==> config.mk <==
export PLATFORM = sky130hd
export DESIGN_NAME = uart_tx
export DESIGN_NICKNAME = d
export VERILOG_FILES = /design/src/rtl/uart_tx.sv
export SDC_FILE = /design/constraint.sdc
export NUM_CORES = 1
export LEC_CHECK = 0
export BUFFER_PORTS_ARGS = -buffer_cell sky130_fd_sc_hd__buf_4
export CORE_UTILIZATION = 26
export DETAILED_ROUTE_END_ITERATION = 16
export PLACE_DENSITY = 0.43
export SLEW_MARGIN = 40
export SYNTH_ARGS = -nofsm -noshare
export SYNTH_HDL_FRONTEND = slang
export SYNTH_SLANG_ARGS = --single-unit
==> constraint.sdc <==
create_clock -name clk -period 4.25 [get_ports clk]
set_clock_uncertainty 0.2 [all_clocks]
set_input_delay 0 -clock clk [delete_from_list [all_inputs] [get_ports clk]]
set_output_delay 0 -clock clk [all_outputs]
set_load 0.02 [all_outputs]
==> src/rtl/uart_tx.sv <==
// UART transmitter: 8 data bits LSB-first, odd parity, one stop bit.
// Define UART_TX_FIFO_EN to place a FIFO_DEPTH x 8 FIFO in front of the frame FSM.
module uart_tx #(
  parameter int CLK_FREQ   = 30_000_000,
  parameter int BAUD       = 9600,
  parameter int FIFO_DEPTH = 4
) (
  input  logic       clk,
  input  logic       rst_n,
  input  logic [7:0] tx_data,
  input  logic       tx_valid,
  output logic       tx_ready,
  output logic       tx,
  output logic       busy,
  output logic       done
);

  localparam int DIVIDER = CLK_FREQ / BAUD;
  localparam int CNT_W   = $clog2(DIVIDER) + 1;
  localparam logic [CNT_W-1:0] CNT_LAST = CNT_W'(DIVIDER - 1);

  if (DIVIDER < 2 || FIFO_DEPTH < 2 || (FIFO_DEPTH & (FIFO_DEPTH - 1)) != 0) begin : g_bad_cfg
    $error("uart_tx: DIVIDER must be >= 2 and FIFO_DEPTH a power of two >= 2");
  end

  typedef enum logic [2:0] {
    S_IDLE,
    S_START,
    S_DATA,
    S_PARITY,
    S_STOP
  } state_t;

  state_t           state, state_nx;
  logic [CNT_W-1:0] baud_cnt, baud_cnt_nx;
  logic [2:0]       bit_cnt, bit_cnt_nx;
  logic [7:0]       shift, shift_nx;
  logic             parity, parity_nx;
  logic             tx_nx;
  logic             bit_end;
  logic             load;
  logic             avail;
  logic [7:0]       avail_data;

`ifdef UART_TX_FIFO_EN
  localparam int AW = $clog2(FIFO_DEPTH);
  localparam bit CHAIN = 1'b1;

  logic [7:0] mem [FIFO_DEPTH];
  logic [AW:0] wr_ptr, rd_ptr;
  logic        full, empty, push;

  assign empty      = (wr_ptr == rd_ptr);
  assign full       = (wr_ptr[AW] != rd_ptr[AW]) && (wr_ptr[AW-1:0] == rd_ptr[AW-1:0]);
  assign tx_ready   = !full;
  assign push       = tx_valid && tx_ready;
  assign avail      = !empty;
  assign avail_data = mem[rd_ptr[AW-1:0]];

  always_ff @(posedge clk or negedge rst_n) begin
    if (!rst_n) begin
      wr_ptr <= '0;
      rd_ptr <= '0;
    end else begin
      if (push) wr_ptr <= wr_ptr + 1'b1;
      if (load) rd_ptr <= rd_ptr + 1'b1;
    end
  end

  // NOTE: the storage array has no reset; the pointers alone define which entries are valid.
  always_ff @(posedge clk) begin
    if (push) mem[wr_ptr[AW-1:0]] <= tx_data;
  end
`else
  localparam bit CHAIN = 1'b0;

  assign tx_ready   = (state == S_IDLE);
  assign avail      = tx_valid;
  assign avail_data = tx_data;
`endif

  assign bit_end = (baud_cnt == CNT_LAST);

  // NOTE: every variable gets a default before the case so no path leaves one unassigned (no latches).
  always_comb begin
    state_nx    = state;
    baud_cnt_nx = bit_end ? '0 : baud_cnt + 1'b1;
    bit_cnt_nx  = bit_cnt;
    shift_nx    = shift;
    parity_nx   = parity;
    load        = 1'b0;

    case (state)
      S_IDLE: begin
        baud_cnt_nx = '0;
        if (avail) begin
          load     = 1'b1;
          state_nx = S_START;
        end
      end
      S_START: if (bit_end) state_nx = S_DATA;
      S_DATA: begin
        if (bit_end) begin
          if (bit_cnt == 3'd7) begin
            state_nx = S_PARITY;
          end else begin
            shift_nx   = {1'b0, shift[7:1]};
            bit_cnt_nx = bit_cnt + 3'd1;
          end
        end
      end
      S_PARITY: if (bit_end) state_nx = S_STOP;
      S_STOP: begin
        if (bit_end) begin
          if (CHAIN && avail) begin
            load     = 1'b1;
            state_nx = S_START;
          end else begin
            state_nx = S_IDLE;
          end
        end
      end
      default: state_nx = S_IDLE;
    endcase

    if (load) begin
      shift_nx   = avail_data;
      parity_nx  = ~^avail_data;
      bit_cnt_nx = '0;
    end
    if (state_nx != state) baud_cnt_nx = '0;

    // tx is registered from the next state so the line changes on the same edge as the FSM.
    case (state_nx)
      S_START:  tx_nx = 1'b0;
      S_DATA:   tx_nx = shift_nx[0];
      S_PARITY: tx_nx = parity_nx;
      default:  tx_nx = 1'b1;
    endcase
  end

  // NOTE: sequential state uses non-blocking assignments so all registers update from the same pre-edge values.
  always_ff @(posedge clk or negedge rst_n) begin
    if (!rst_n) begin
      state    <= S_IDLE;
      baud_cnt <= '0;
      bit_cnt  <= '0;
      shift    <= '0;
      parity   <= 1'b0;
      tx       <= 1'b1;
    end else begin
      state    <= state_nx;
      baud_cnt <= baud_cnt_nx;
      bit_cnt  <= bit_cnt_nx;
      shift    <= shift_nx;
      parity   <= parity_nx;
      tx       <= tx_nx;
    end
  end

  assign busy = (state != S_IDLE);
  assign done = (state == S_STOP) && bit_end;

endmodule

==> metrics.cfg <==
[run_status]
status=finished with violations
failed_checks=negative hold slack

[place]
dp_hpwl_um=2160
post-place-cells=236
place_congestion=0.740
portBuffers=14
placed_cell_area_mm2=0.00171

[logic_synthesis]
syn_area_mm2=0.00154
synth_edf_count=0
synth_fp_nets=171
syn-instance-count=156
ys_ff_latch=29
ys_async_sr_fraction=1.00
syn_avg_cell_area_um2=9.85
ys_types=31
yosysWarnings=0
ys.flop_type=dfrtp_1
ys_seq_area_frac=0.473

[worst_setup_path]
rr_worst_depth=6
crit_start=bit_cnt[0]
start_kind=flip-flop
crit_end=bit_cnt[0]
worstPathRequired_ps=4220
r2r_start=bit_cnt[0]
cp-end-kind=flip-flop
critical_path.max_fanout=14
crit_type=reg2reg
rrSetupSlack_ps=1510
worstReg2RegEnd=bit_cnt[0]
arrival_ps=2710

[grt]
antenna_found_initial=0
grt_start_max_net_pins=30
grt_usage=0.114
grt_pass1_wl_um=5440
overflow=0
first_global_vias=1150

[finish]
syn_to_final_growth_pct=23.0
antenna_cells=0
drive_gt1_frac=0.148
final_area_mm2=0.00189
fin_cells=254
finalNetCount=196

[detailed_routing]
drt_iter0_drc=64
dr.pass1.iters=4
drcViolationCount=0
wl_per_cell_um=12.0
ant_nets=0
num_vias=1167
viasPerCell=4.59
wl_um=3040

[floorplan]
core-area_mm2=0.00561
rows=27
die_area_mm2=0.00622
die_h_um=78.9
start_util=0.274
ios=15
dieWidth_um=78.9

[power_and_ir_drop]
ir_drop_mv=0.115
powerDensity_mw_per_mm2=398
power_w=0.000752
power_leakage_nw=0.825

[cts]
cts_resized=0
numCtsBuffers=5
root_buffer=clkbuf_8
cts_hold_buf=10
cts_max_level=2
cts_tree=built
cts_buffer_depth=2
clock-sinks=29
clkLatencyLatePin_ps=280
cts_setup_buffers=0
clk_pin_slew_worst_paths_ps=60

[sta]
fin_crit_sh=0.645
period_needed_ps=2740
finalHoldViolations=28
setup_violations=0
hold_slack_ps=-18.9
worst_slew_pin_slew_ps=710
final_max_slew_viol_count=0
grt_setup_unrepaired=no
max_clock_freq_mhz=365
setup_tns_ps=0
maxSlewHeadroom=0.523

[job]
max-cap-violations=0

[worst_hold_path]
hold_class=in2async

==> synthesized netlist by cell type (5+ instances only) <==
master,instances,share of area
dfrtp_1,28,0.46
nand2_1,22,0.054
nor2_1,16,0.039
xnor2_1,12,0.068
o21ai_0,9,0.029
inv_1,8,0.020
a22oi_1,6,0.029
nand3_1,6,0.020
clkbuf_1,5,0.012
nand4_1,5,0.020
or3_1,5,0.020
==> worst max-delay path, stage by stage (launching register included) <==
cell     delay (ps)
dfrtp_1         390
ha_1            200
ha_1            180
or4b_1          510
nor4_4          560
nor2_1          260
mux2_2          320
==> per-stage QoR <==
| step | setup WS [ps] | utilization |
|---|---|---|
| 3_3_place_gp | 1550 | 0.305 |
| 4_1_cts | 1490 | 0.337 |
| 3_5_place_dp | 1500 | 0.305 |
| 2_1_floorplan | 1970 | - |
| 6_report | 1510 | 0.337 |
| 5_1_grt | 1300 | 0.337 |
==> flip-flops by register name (all words and copies together), names as in the netlist <==
name      cells
shift         8
bit_cnt       3
baud_cnt     13
parity        1
tx            1
state         3
==> where the power goes <==
part / leakage [nW] / switching [W] / internal [W] / total, W
sequential: 0.377 / 0.0000448 / 0.000325 / 0.000369
combinational: 0.406 / 0.0000832 / 0.0000823 / 0.000165
clock: 0.0422 / 0.000102 / 0.000115 / 0.000217
total: 0.825 / 0.000230 / 0.000521 / 0.000752
==> area by class of cell <==
type | count | area [µm²]
Clock inverter | 1 | 5.00
Multi-Input combinational cell | 113 | 756
Tap cell | 72 | 90.1
Clock buffer | 7 | 76.3
Timing Repair Buffer | 24 | 205
Inverter | 8 | 30.0
Sequential cell | 29 | 727
Fill cell | 602 | 3720
==> how the worst min path moves through the flow <==
stage               cells past startpoint  slack [ps]  start          end
global route                            2          30  rst_n     shift[1]
global placement                        1        -250  rst_n       parity
floorplan                               0        -500  rst_n  baud_cnt[0]
CTS                                     2           1  rst_n  baud_cnt[1]
detailed placement                      1        -250  rst_n     shift[0]
finish                                  2         -20  rst_n     shift[0]
==> routing by layer <==
| metal | track usage | part of all wire | vias to the layer above |
|---|---|---|---|
| met3 | 0.0276 | 0.025 | 5 |
| met2 | 0.176 | 0.45 | 11 |
| met1 | 0.149 | 0.50 | 559 |
| met4 | 0.0600 | 0.025 | 0 |
| li1 | - | - | 592 |
| met5 | 0 | 0 | - |
==> placed cells by master, fill, tap and decap left out, drive strengths merged, types with 6 or more instances in the layout <==
cell,synthesis,routed
dfrtp,28,28
nand2,22,22
nor2,16,16
buf,1,14
xnor2,12,12
dlygate4sd3,0,10
o21ai,9,9
inv,8,8
clkbuf,5,7
nand3,6,6
a22oi,6,6
==> kinds of logic (layout without fill, tap and decap cells) <==
family                     Yosys count  count (layout)  synth area share
DFF                                 29              29             0.473
xor gates and xnor gates            15              15            0.0855
and+or+nand+nor                     68              68             0.252
adders and majority gates            4               4            0.0326
AOI/OAI and AO/OA                   21              21            0.0839
muxes                                5               5            0.0375
buffers and inverters               14              40            0.0350
Power figures use the tool's default switching activity.
